==> src/rtl/uart_echo_initiator.sv <==
// uart_echo_initiator: sends a SEED-based FRAME_LEN byte pattern as 8N1 and checks the echo.
// Optional RECV watchdog is compiled in when UART_INIT_TIMEOUT_EN is defined.
module uart_echo_initiator #(
   parameter int         FRAME_LEN    = 256,
   parameter int         BAUD         = 115200,
   parameter int         CLK_FREQ     = 100_000_000,
   parameter logic [7:0] SEED         = 8'h00,
   parameter int         TIMEOUT_BITS = 4096
) (
   input  logic        clock,
   input  logic        reset,
   input  logic        start,
   output logic        sig_tx,
   input  logic        sig_rx,
   output logic        busy,
   output logic        done,
   output logic        pass,
   output logic [15:0] err_count,
   output logic        timeout,
   output logic [5:0]  states_led
);
   localparam int                CPB       = CLK_FREQ / BAUD;
   localparam int                CNT_W     = (CPB > 1) ? $clog2(CPB) : 1;
   localparam logic [CNT_W-1:0]  CNT_LAST  = CNT_W'(CPB - 1);
   localparam logic [CNT_W-1:0]  HALF_LAST = CNT_W'(CPB / 2 - 1);
   localparam logic [8:0]        LAST_IDX  = 9'(FRAME_LEN - 1);
   localparam logic [8:0]        FRAME_END = 9'(FRAME_LEN);

   if (CPB < 4) begin : g_bad_cpb
      $error("CLK_FREQ/BAUD must be at least 4");
   end
   if (FRAME_LEN < 1 || FRAME_LEN > 256) begin : g_bad_len
      $error("FRAME_LEN must be in 1..256");
   end
   if (TIMEOUT_BITS < 1) begin : g_bad_timeout
      $error("TIMEOUT_BITS must be at least 1");
   end

   typedef enum logic [1:0] {ST_IDLE, ST_SEND, ST_RECV, ST_DONE} state_e;
   typedef enum logic [1:0] {RX_IDLE, RX_START, RX_BITS} rx_state_e;

   state_e           state_q, state_d;
   logic [CNT_W-1:0] tx_cnt_q, tx_cnt_d;
   logic [3:0]       tx_bit_q, tx_bit_d;
   logic [8:0]       tx_idx_q, tx_idx_d;
   logic [7:0]       tx_shift_q, tx_shift_d;
   logic             sig_tx_q, sig_tx_d;
   logic [1:0]       rx_sync_q;
   logic             rx_prev_q;
   rx_state_e        rx_state_q, rx_state_d;
   logic [CNT_W-1:0] rx_cnt_q, rx_cnt_d;
   logic [3:0]       rx_bit_q, rx_bit_d;
   logic [7:0]       rx_shift_q, rx_shift_d;
   logic [8:0]       rx_idx_q, rx_idx_d;
   logic [15:0]      err_q, err_d;
   logic             pass_q, pass_d;
   logic             rx_s, rx_byte_done;
   logic [7:0]       rx_expect;
   logic [1:0]       rx_inc;
   logic [16:0]      err_sum;

`ifdef UART_INIT_TIMEOUT_EN
   localparam int             WD_W    = $clog2(TIMEOUT_BITS * CPB + 1);
   localparam logic [WD_W-1:0] WD_LAST = WD_W'(TIMEOUT_BITS * CPB - 1);
   logic [WD_W-1:0] wd_q, wd_d;
   logic            timeout_q, timeout_d;
   assign timeout = timeout_q;
`else
   assign timeout = 1'b0;
`endif

   // sig_rx is asynchronous; the synchronizer idles high so reset never looks like a start bit.
   always_ff @(posedge clock) begin
      if (reset) begin
         rx_sync_q <= 2'b11;
         rx_prev_q <= 1'b1;
      end else begin
         rx_sync_q <= {rx_sync_q[0], sig_rx};
         rx_prev_q <= rx_sync_q[1];
      end
   end
   assign rx_s = rx_sync_q[1];

   always_comb begin
      // NOTE: every next-state signal gets its hold value first, so no path can infer a latch.
      state_d      = state_q;
      tx_cnt_d     = tx_cnt_q;
      tx_bit_d     = tx_bit_q;
      tx_idx_d     = tx_idx_q;
      tx_shift_d   = tx_shift_q;
      sig_tx_d     = sig_tx_q;
      rx_state_d   = rx_state_q;
      rx_cnt_d     = rx_cnt_q;
      rx_bit_d     = rx_bit_q;
      rx_shift_d   = rx_shift_q;
      rx_idx_d     = rx_idx_q;
      err_d        = err_q;
      pass_d       = pass_q;
      rx_byte_done = 1'b0;
      rx_expect    = SEED + rx_idx_q[7:0];
      rx_inc       = {1'b0, (rx_shift_q != rx_expect)} + {1'b0, ~rx_s};
      err_sum      = {1'b0, err_q} + {15'd0, rx_inc};
`ifdef UART_INIT_TIMEOUT_EN
      timeout_d    = timeout_q;
      wd_d         = '0;
`endif

      if (state_q == ST_SEND || state_q == ST_RECV) begin
         case (rx_state_q)
            RX_IDLE: begin
               if (rx_prev_q && !rx_s) begin
                  rx_state_d = RX_START;
                  rx_cnt_d   = '0;
               end
            end
            RX_START: begin
               if (rx_cnt_q == HALF_LAST) begin
                  rx_cnt_d   = '0;
                  rx_bit_d   = '0;
                  rx_state_d = rx_s ? RX_IDLE : RX_BITS;
               end else begin
                  rx_cnt_d = rx_cnt_q + CNT_W'(1);
               end
            end
            RX_BITS: begin
               if (rx_cnt_q == CNT_LAST) begin
                  rx_cnt_d = '0;
                  if (rx_bit_q == 4'd8) begin
                     // Stop-bit sample: byte is counted and scored even when mis-framed.
                     rx_state_d   = RX_IDLE;
                     rx_byte_done = 1'b1;
                     rx_idx_d     = rx_idx_q + 9'd1;
                     err_d        = err_sum[16] ? 16'hFFFF : err_sum[15:0];
                  end else begin
                     rx_shift_d = {rx_s, rx_shift_q[7:1]};
                     rx_bit_d   = rx_bit_q + 4'd1;
                  end
               end else begin
                  rx_cnt_d = rx_cnt_q + CNT_W'(1);
               end
            end
            default: rx_state_d = RX_IDLE;
         endcase
      end else begin
         rx_state_d = RX_IDLE;
      end

      case (state_q)
         ST_IDLE: begin
            if (start) begin
               state_d    = ST_SEND;
               sig_tx_d   = 1'b0;
               tx_shift_d = SEED;
               tx_bit_d   = '0;
               tx_cnt_d   = '0;
               tx_idx_d   = '0;
               rx_idx_d   = '0;
               err_d      = '0;
               pass_d     = 1'b0;
`ifdef UART_INIT_TIMEOUT_EN
               timeout_d  = 1'b0;
`endif
            end
         end
         ST_SEND: begin
            if (tx_cnt_q == CNT_LAST) begin
               tx_cnt_d = '0;
               if (tx_bit_q == 4'd9) begin
                  if (tx_idx_q == LAST_IDX) begin
                     state_d  = ST_RECV;
                     sig_tx_d = 1'b1;
                  end else begin
                     tx_idx_d   = tx_idx_q + 9'd1;
                     tx_bit_d   = '0;
                     sig_tx_d   = 1'b0;
                     tx_shift_d = SEED + tx_idx_q[7:0] + 8'd1;
                  end
               end else if (tx_bit_q == 4'd8) begin
                  tx_bit_d = 4'd9;
                  sig_tx_d = 1'b1;
               end else begin
                  tx_bit_d   = tx_bit_q + 4'd1;
                  sig_tx_d   = tx_shift_q[0];
                  tx_shift_d = {1'b0, tx_shift_q[7:1]};
               end
            end else begin
               tx_cnt_d = tx_cnt_q + CNT_W'(1);
            end
         end
         ST_RECV: begin
            if (rx_idx_q >= FRAME_END) state_d = ST_DONE;
`ifdef UART_INIT_TIMEOUT_EN
            else if (wd_q == WD_LAST && !rx_byte_done) begin
               state_d   = ST_DONE;
               timeout_d = 1'b1;
            end
            wd_d = rx_byte_done ? '0 : wd_q + WD_W'(1);
`endif
         end
         default: begin
            pass_d  = (err_q == 16'd0) && !timeout;
            state_d = ST_IDLE;
         end
      endcase
   end

   always_ff @(posedge clock) begin
      // NOTE: state registers use non-blocking assignments so every flop samples pre-edge values.
      if (reset) begin
         state_q    <= ST_IDLE;
         tx_cnt_q   <= '0;
         tx_bit_q   <= '0;
         tx_idx_q   <= '0;
         tx_shift_q <= '0;
         sig_tx_q   <= 1'b1;
         rx_state_q <= RX_IDLE;
         rx_cnt_q   <= '0;
         rx_bit_q   <= '0;
         rx_shift_q <= '0;
         rx_idx_q   <= '0;
         err_q      <= '0;
         pass_q     <= 1'b0;
`ifdef UART_INIT_TIMEOUT_EN
         wd_q       <= '0;
         timeout_q  <= 1'b0;
`endif
      end else begin
         state_q    <= state_d;
         tx_cnt_q   <= tx_cnt_d;
         tx_bit_q   <= tx_bit_d;
         tx_idx_q   <= tx_idx_d;
         tx_shift_q <= tx_shift_d;
         sig_tx_q   <= sig_tx_d;
         rx_state_q <= rx_state_d;
         rx_cnt_q   <= rx_cnt_d;
         rx_bit_q   <= rx_bit_d;
         rx_shift_q <= rx_shift_d;
         rx_idx_q   <= rx_idx_d;
         err_q      <= err_d;
         pass_q     <= pass_d;
`ifdef UART_INIT_TIMEOUT_EN
         wd_q       <= wd_d;
         timeout_q  <= timeout_d;
`endif
      end
   end

   always_comb begin
      case (state_q)
         ST_IDLE: states_led = pass_q ? 6'b001001 : 6'b000000;
         ST_SEND: states_led = 6'b010010;
         ST_RECV: states_led = 6'b100100;
         default: states_led = 6'b000000;
      endcase
   end

   assign sig_tx    = sig_tx_q;
   assign busy      = (state_q == ST_SEND) || (state_q == ST_RECV);
   assign done      = (state_q == ST_DONE);
   assign pass      = pass_q;
   assign err_count = err_q;

endmodule

==> config.mk <==
export PLATFORM = sky130hd
export DESIGN_NAME = uart_echo_initiator
export DESIGN_NICKNAME = d
export VERILOG_FILES = /design/src/rtl/uart_echo_initiator.sv
export SDC_FILE = /design/constraint.sdc
export NUM_CORES = 1
export LEC_CHECK = 0
export BUFFER_PORTS_ARGS = -buffer_cell sky130_fd_sc_hd__buf_2
export CORE_UTILIZATION = 25
export CTS_CLUSTER_DIAMETER = 100
export DETAILED_ROUTE_END_ITERATION = 6
export GPL_TIMING_DRIVEN = 0
export PLACE_DENSITY = 0.4
export RECOVER_POWER = 50
export SKIP_CTS_REPAIR_TIMING = 1
export SLEW_MARGIN = 20
export SYNTH_ARGS = -nofsm -noshare
export SYNTH_HDL_FRONTEND = slang
export SYNTH_SLANG_ARGS = --single-unit
==> constraint.sdc <==
create_clock -name clock -period 4.65 [get_ports clock]
set_input_delay 0.465 -clock clock [delete_from_list [all_inputs] [get_ports clock]]
set_output_delay 0.465 -clock clock [all_outputs]
set_load 0.03 [all_outputs]
==> results by group <==
Clocking
  • Clock root buffer: clkbuf_16
  • Num Clock Sinks: 87
  • CTS max path bufs: 2
  • Max H-tree Level: 3
  • Number of CTS-inserted buffers: 9
  • Clock Latency Late Sink: 0.35 ns
  • Clk slew on worst S/H paths: 0.06 ns
  • CTS tree: yes

Drt
  • Drt first pass iters: 4
  • WL/cell: 14.5 um
  • WL final: 11600 um
  • Vias per cell: 4.79
  • Via count: 3858
  • Initial DRC count: 98
  • Post-DRT Antenna Nets: 0
  • DRC viols: 0

Floorplan
  • IO Pins: 31
  • Starting density of the core: 25.5%
  • Total Die Area: 18900 um^2
  • Core Box Area: 18000 um^2
  • # rows: 49
  • Die Ht: 138 um
  • DIE WIDTH: 138 um

STA
  • Min Clock Period, post-route: 3.11 ns
  • Tcrit/Tclk final: 66.8%
  • Final hold violation count: 0
  • Fin. max-slew vios: 0
  • F_max: 322 MHz
  • Post-route setup slack: 1.54 ns
  • RSZ-0062 raised after global routing: false
  • Setup TNS Final: 0 ns
  • Slew HR: 28.8%
  • Final Setup Violations: 0
  • Skew final: 0.00994 ns
  • Slew @ Worst Pin: 1.04 ns

GRT
  • Global-route wire length before repair: 19200 um
  • Largest net degree at the start of global routing: 16
  • Initial antenna violation count: 0
  • Vias in the first global route: 3777
  • Gr ovfl total: 0
  • GR Util All Layers: 13.0%

Place
  • Post-DP HPWL: 8600 um
  • Area after DPL: 5030 um^2
  • # port buffers: 29
  • Placed insts: 789
  • Place WS: 1.53 ns
  • Gpl congestion: 0.751

Logic synthesis
  • Post-synth EDFFs: 0
  • Yosys reg bits: 87
  • Synth cell types: 67
  • Area leader, netlist: dfxtp_1
  • Post-synth top area share: 37.9%
  • Post-synth top flop: dfxtp_1
  • Ranking of synthesized cells by area: dfxtp_1 (38%), ha_1 (6.0%), nor2_1 (5.3%), xnor2_1 (4.2%), xor2_1 (3.2%)
  • Post-Syn Instances: 531
  • Syn_nets: 558
  • Synth Area per Inst: 8.66 um^2
  • Most common cell in the netlist: dfxtp_1
  • Async set-reset flop share out of synthesis: 0%
  • Synth top cells by count: dfxtp_1 (87), nor2_1 (65), nand2_1 (31)
  • Seq/Total Area, Yosys: 37.9%
  • Mapped cell area: 4600 um^2
  • Warnings from Yosys: 0

Run status
  • Status: complete, no violations

Critical path
  • CP Max Fanout: 7
  • Critical Path Source: tx_idx_q[0]
  • Startpoint types: flop
  • R2R Setup Slk: 1.54 ns
  • FF-to-FF Start: tx_idx_q[0]
  • WP data required: 4.88 ns
  • Crit. End Element: flop
  • Setup crit end: tx_shift_q[1]
  • Reg2Reg Depth: 10
  • Arr. time, crit path: 3.34 ns
  • Reg2reg end: tx_shift_q[1]
  • Crit path kind: reg2reg

Layout
  • Core Util, Final: 29.4%
  • Finished Layout Cells: 805
  • Layout Cell Area excl Fill: 5300 um^2
  • Antenna cells: 0
  • FILL cells: 1973
  • Fin nets: 598
  • Layout cells sized above 1: 5.90%
  • Layout area overhead: 15.2%

Worst hold path
  • Worst hold path class: in2reg

Pwr
  • Pwr dens: 382 nW/um^2
  • LEAKAGE: 1.76 nW
  • Maximum vdd drop: 0.237 mV

Job
  • Max-cap viol count: 0
==> state kept, by name, summed over array words and instances (netlist names) <==
| name | count |
|---|---|
| tx_cnt_q | 10 |
| rx_shift_q | 8 |
| err_count | 16 |
| rx_sync_q | 2 |
| rx_prev_q | 1 |
| rx_bit_q | 4 |
| rx_cnt_q | 10 |
| tx_idx_q | 9 |
| tx_shift_q | 8 |
| sig_tx | 1 |
| rx_idx_q | 9 |
| rx_state_q | 2 |
| state_q | 2 |
| pass | 1 |
| tx_bit_q | 4 |
==> worst max-delay path, cell delays in order (launching register included) <==
cell and delay (ns):
dfxtp_1 0.36, ha_1 0.27, and3_1 0.23, nand3_1 0.16, nor2_1 0.08, ha_1 0.23
mux2_2 0.27, a2111oi_0 0.61, o21ai_1 0.31, nor2b_1 0.30, o2bb2ai_1 0.17
==> final cells by class <==
type | count | area [um^2] | area share (%)
Multi-Input combinational cell | 397 | 2630 | 49.7
Timing Repair Buffer | 29 | 111 | 2.10
Clock inverter | 7 | 97.6 | 1.84
Clock buffer | 9 | 225 | 4.25
Inverter | 24 | 90.1 | 1.70
Tap cell | 229 | 287 | 5.41
Buffer | 23 | 113 | 2.13
Sequential cell | 87 | 1740 | 32.9
==> cells in the final DEF, fill, tap and decap left out, drive strengths merged, types with 3 or more instances in the layout <==
master / count
buf: 9
xnor2: 22
nor2: 68
o21ai: 12
nand3b: 6
nor2b: 5
a311oi: 6
inv: 24
or3: 6
a21oi: 23
and3: 15
o2bb2ai: 7
nor3: 14
o41ai: 4
nand4b: 3
nand2: 31
o31ai: 8
nor4: 8
o21a: 3
mux2i: 12
o211ai: 5
nand3: 23
or2: 5
nor3b: 3
a211oi: 3
xor2: 17
dfxtp: 87
nand4: 18
clkbuf: 52
ha: 22
and2: 3
clkinv: 3
nand2b: 11
==> layer usage <==
layer	vias up	global-route usage, %	part of all wire (%)	wire length [um]
li1	1987	-	-	-
met1	1806	17.0	51	5920
met2	54	20.9	44	5160
met3	11	3.20	3.6	416
met4	0	3.97	1.3	146
met5	-	0	0	0
==> metrics by stage <==
| stage | total power, mW | hold WS (ns) |
|---|---|---|
| 6_report | 2.02 | 0.317 |
| 5_1_grt | 2.13 | 0.303 |
| 4_1_cts | 2.07 | 0.302 |
| 3_5_place_dp | 1.27 | 0.405 |
| 3_3_place_gp | 1.26 | 0.395 |
| 2_1_floorplan | 1.13 | 0.389 |
==> worst min path at each step <==
stage,startpoint,end,slack [ns],cells past startpoint
floorplan,rx_sync_q[0],rx_sync_q[1],0.39,1
global placement,rx_sync_q[0],rx_sync_q[1],0.40,1
detailed placement,rx_sync_q[0],rx_sync_q[1],0.40,1
CTS,sig_rx,rx_sync_q[0],0.30,2
global route,sig_rx,rx_sync_q[0],0.30,2
finish,sig_rx,rx_sync_q[0],0.32,2
==> power breakdown <==
group / switching (mW) / total, mW / internal, mW
combinational: 0.312 / 0.439 / 0.126
sequential: 0.0259 / 0.796 / 0.770
clock: 0.319 / 0.790 / 0.472
==> kinds of logic after synthesis <==
logic type      count (synthesis)  share of synthesized area, %
xor+xnor                       39                          7.43
compound gates                 89                          13.4
simple gates                  231                          27.1
flops                          87                          37.9
mux                            14                          3.10
other cells                     1                        0.0816
buf+inv                        47                          4.60
fa+ha+maj                      23                          6.42
Power figures use the tool's default switching activity.
